$ cat src/rtl/lic_mtimer.sv
// lic_mtimer: 64-bit mtime with prescaler and NCH maskable mtimecmp interrupt channels
module lic_mtimer #(
    parameter int XLEN    = 32,
    parameter int NCH     = 2,
    parameter int PRESC_W = 8
) (
    input  logic            clk,
    input  logic            reset,
    input  logic            lic_wr_ena,
    input  logic [4:0]      lic_addr,
    input  logic [XLEN-1:0] lic_wr_data,
    output logic [XLEN-1:0] lic_rd_data,
    input  logic [NCH-1:0]  csr_mtie_r,
    output logic [NCH-1:0]  lic_tmr_irq_r
);
    localparam bit WIDE = (XLEN == 64);
    logic [63:0] mtime, wd, rd;
    logic [63:0] cmp [NCH];
    logic [PRESC_W-1:0] presc, pcnt;
    logic en, tick, wr_lo, wr_hi, wr_presc, wr_ctrl;
    assign wd = 64'(lic_wr_data);
    assign wr_lo = lic_wr_ena && lic_addr == 5'd0;
    assign wr_hi = lic_wr_ena && lic_addr == 5'd1 && !WIDE;
    assign wr_presc = lic_wr_ena && lic_addr == 5'd2;
    assign wr_ctrl = lic_wr_ena && lic_addr == 5'd3;
    assign tick = en && pcnt == presc;
    always_ff @(posedge clk) begin
        if (reset) begin
            mtime <= '0;
            presc <= '0;
            en <= 1'b1;
            pcnt <= '0;
        end else begin
            mtime <= wr_lo ? (WIDE ? wd : {mtime[63:32], wd[31:0]}) :
                     wr_hi ? {wd[31:0], mtime[31:0]} : mtime + 64'(tick);
            if (wr_presc) presc <= wd[PRESC_W-1:0];
            if (wr_ctrl) en <= wd[0];
            pcnt <= (wr_presc || wr_ctrl || tick) ? '0 : pcnt + PRESC_W'(en);
        end
    end
    always_ff @(posedge clk) begin
        for (int c = 0; c < NCH; c++) begin
            if (reset) begin
                cmp[c] <= '1;
                lic_tmr_irq_r[c] <= 1'b0;
            end else begin
                if (lic_wr_ena && lic_addr == 5'(4 + 2 * c))
                    cmp[c] <= WIDE ? wd : {cmp[c][63:32], wd[31:0]};
                else if (lic_wr_ena && lic_addr == 5'(5 + 2 * c) && !WIDE)
                    cmp[c] <= {wd[31:0], cmp[c][31:0]};
                lic_tmr_irq_r[c] <= mtime >= cmp[c] && csr_mtie_r[c];
            end
        end
    end
    always_comb begin
        rd = '0;
        if (lic_addr == 5'd0) rd = WIDE ? mtime : {32'b0, mtime[31:0]};
        if (lic_addr == 5'd1 && !WIDE) rd = {32'b0, mtime[63:32]};
        if (lic_addr == 5'd2) rd = 64'(presc);
        if (lic_addr == 5'd3) rd = {63'b0, en};
        for (int c = 0; c < NCH; c++) begin
            if (lic_addr == 5'(4 + 2 * c)) rd = WIDE ? cmp[c] : {32'b0, cmp[c][31:0]};
            if (lic_addr == 5'(5 + 2 * c) && !WIDE) rd = {32'b0, cmp[c][63:32]};
        end
    end
    assign lic_rd_data = rd[XLEN-1:0];
endmodule
$ cat config.mk
export PLATFORM = sky130hd
export DESIGN_NAME = lic_mtimer
export DESIGN_NICKNAME = d
export VERILOG_FILES = /design/src/rtl/lic_mtimer.sv
export SDC_FILE = /design/constraint.sdc
export NUM_CORES = 1
export LEC_CHECK = 0
export ABC_AREA = 1
export CORE_UTILIZATION = 55
export DETAILED_ROUTE_END_ITERATION = 6
export HOLD_SLACK_MARGIN = 0.08
export PLACE_DENSITY = 0.82
export SETUP_SLACK_MARGIN = 0.4
export SLEW_MARGIN = 25
export SYNTH_ARGS = -nofsm -noshare
export SYNTH_HDL_FRONTEND = slang
export SYNTH_SLANG_ARGS = --single-unit
export TNS_END_PERCENT = 10
$ cat constraint.sdc
create_clock -name clk -period 10.02 [get_ports clk]
set_clock_uncertainty 0.1 [all_clocks]
set_input_delay 3.006 -clock clk [delete_from_list [all_inputs] [get_ports clk]]
set_output_delay 3.006 -clock clk [all_outputs]
set_load 0.005 [all_outputs]
==> flow_summary.toml <==
[die]
starting_density = 0.566
num_io_pins = 76
floorplan.die.height_um = 166
num_rows = 59
fp.dieArea_um2 = 27700
core_footprint_um2 = 26300
die_width_um = 166

[critical_path]
r2r_slack_ns = 6.87
setup_cp_type = "input port to output port"
path_max_fanout = 14
worst_ep_arrival_time_ns = 6.05
critical_path_required_ns = 6.91
critical_path_start_type = "input port"
launching_point_of_the_worst_reg2reg_path = "presc[5]$_SDFFE_PP0P_"
rr_endpoint = "mtime[26]$_SDFFE_PP0P_"
endpoint_kind = "output port"
worst_setup_path_start = "lic_addr[1]"
worst_r2r_path_depth = 17

[timing]
timing.fmax_mhz = 109
grt_setup_unrepaired = "false"
final-setup-viol-count = 0
post-route-worst-setup-slack_ns = 0.859
timing.final.max_slew_violations = 0
final_min_period_over_clock_period = 0.914
totalNegativeSetupSlack_ns = 0
worst_slew_pin_slew_ns = 0.995
finalHoldWorstSlack_ns = 0.386
timing.final.crit_period_ns = 9.16
hold_viol_final = 0
relSlewSlack = 0.335

[routing]
via_count = 15039
ant_nets = 0
average_wire_length_per_cell_after_detail_routing_um = 22.4
drt-total-wl_mm = 53.1
post_drt_via_cell_ratio = 6.35
initialDrtViolationCount = 2266
drt_drc_violations_left = 4
drt-pass1-iter-count = 7

[power_and_ir_drop]
switching_share = 0.265
relative_contribution_of_sequential_cells_to_total_power = 0.474
finalPower_uw = 2090
irDropWorstVdd_v = 0.0000954
comb_power_share = 0.100
clock_power_share = 0.426
cellLeakagePower_uw = 0.00666
p_sw_uw = 554
power_density_nw_per_um2 = 125
internal_power_uw = 1540

[clock_tree]
ctsRootBufferMaster = "clkbuf_16"
clock_latency_ns = 0.54
post_cts_hold_buffer_count = 0
cts-resized-gates = 0
clock_sink_count = 211
cts_tree = "done"
cts_setup_buffers = 0
cts_htree_levels = 1
clock_path_buffers = 3
number_of_buffers_created_by_cts = 24
clkSlewWorstSetupHoldPaths_ns = 0.06

[place]
portBuffers = 75
dp_slack_ns = 0.576
routabilityCongestion = 1.03
detailed_place_hpwl_mm = 40.0

[final_layout]
layout-drive-gt1-share = 0.0669
flow.area_growth_from_synthesis_pct = 12.5
fillCellCount = 2238
area_of_the_multi_input_gates_um2 = 8040
regArea_um2 = 5510
final_nets = 2188

[synthesis]
synth_edf_count = 128
syn_nets = 2136
ys.flop_type = "edfxtp_1"
synth.top_cell.area_share = 0.259
synth_area_leader_cell = "edfxtp_1"
yosysSeqAreaShare = 0.370
yosys_warning_total = 0
synthesis.area_um2 = 14900
synthesis.instances = 1962
proportion_of_register_bits_with_asynchronous_set_or_reset_after_synthesis = 0
synthTopCellsByArea = "edfxtp_1 (26%), nand2_1 (11%), dfxtp_1 (11%)"
post_synth.cell_area_avg_um2 = 7.58
ys_ff_latch = 211
synth_cell_types = 47

[outcome]
run_status = "complete, but fails checks"
failing_checks = "design-rule violations"

[flow_run]
cap_viol_max_count = 0

[global_route]
grt_util_all_layers = 0.378
gr-total-overflow = 0
grt_start_max_net_pins = 66
antenna_violations_before_repair = 1
grt_first_pass_wirelength_mm = 80.6
first_global_vias = 14327

[worst_hold_path]
hold_path.startpoint = "pcnt[7]$_SDFF_PP0_"
class_of_the_tightest_hold_or_removal_check = "flip-flop to flip-flop"
whs_endpoint = "pcnt[7]$_SDFF_PP0_"
holdPathStages = 2
==> sequential cells by signal (all words and copies together), names as in the netlist <==
signal and count:
cmp 128, mtime 64, pcnt 8, presc 8, lic_tmr_irq_r 2, en 1
==> final cells by class <==
class                           count  area share
Multi-Input combinational cell   1397       0.481
Inverter                          285      0.0641
Tap cell                          335      0.0251
Clock inverter                     15     0.00763
Sequential cell                   211       0.329
Antenna cell                        1    0.000150
Clock buffer                       29      0.0383
Timing Repair Buffer               95      0.0548
==> cells in the mapped netlist (all sizes together), types with 27 or more instances <==
library cell  count
a21oi           230
a22oi            27
buf              43
dfxtp            83
edfxtp          128
ha              132
inv             285
nand2           466
nand3            80
nand4            37
nor2            164
o21ai            92
xor2             28
==> through the flow <==
stage,utilization,area (um2),cells
after floorplan,-,14900,1962
after global placement,0.606,15900,2322
after detailed placement,0.606,15900,2322
after CTS,0.635,16700,2366
after global routing,0.636,16700,2367
final,0.636,16700,2368
==> worst max-delay path, stage by stage <==
cell and delay, ns:
clkdlybuf4s50_1 0.49, nor2_2 0.63, nand2_1 0.57, buf_4 0.38, o221ai_1 0.18, a21oi_1 0.07
o221ai_1 0.14, clkdlybuf4s50_1 0.57
==> layout by cell type, fill, tap and decap left out, drive strengths merged, types with 8 or more instances in the layout <==
cell type        n
a21oi          230
a22oi           27
a31oi           19
buf             21
clkbuf          29
clkdlybuf4s50   74
clkinv          10
dfxtp           83
edfxtp         128
ha             132
inv            285
nand2          466
nand3           80
nand4           37
nor2           164
nor3            26
o2111ai         23
o211ai          13
o21a             8
o21ai           92
o22ai           20
xor2            28
==> power groups by stage <==
stage,clock [uW],combinational [uW],sequential (uW)
global route,912,227,993
global placement,0,191,1010
CTS,883,201,989
finish,890,209,992
floorplan,0,115,994
detailed placement,0,200,1010
==> logic make-up after synthesis <==
| family | Yosys count | synth area share |
|---|---|---|
| and+or+nand+nor | 786 | 0.234 |
| AOI/OAI and AO/OA | 449 | 0.173 |
| buffers and inverters | 354 | 0.0936 |
| DFF | 211 | 0.370 |
| adders and majority gates | 132 | 0.111 |
| xor gates and xnor gates | 30 | 0.0177 |
==> how the worst max path moves through the flow <==
stage / to / slack (ns) / cells after the start
2_1_floorplan: lic_rd_data[6] / 2.87 / 9
6_report: lic_rd_data[31] / 0.86 / 8
5_1_grt: lic_rd_data[14] / 0.83 / 8
3_3_place_gp: lic_rd_data[31] / 0.65 / 8
4_1_cts: lic_rd_data[31] / 0.55 / 8
3_5_place_dp: lic_rd_data[31] / 0.58 / 8
==> routing by layer <==
| layer | global-route usage | wire length (um) | vias up |
|---|---|---|---|
| met5 | 0 | 0 | - |
| met4 | 0.168 | 2490 | 0 |
| met3 | 0.120 | 8740 | 201 |
| met2 | 0.557 | 21800 | 1156 |
| met1 | 0.508 | 20100 | 6912 |
| li1 | - | - | 6770 |
No activity file was read; power rests on OpenSTA's default activity.
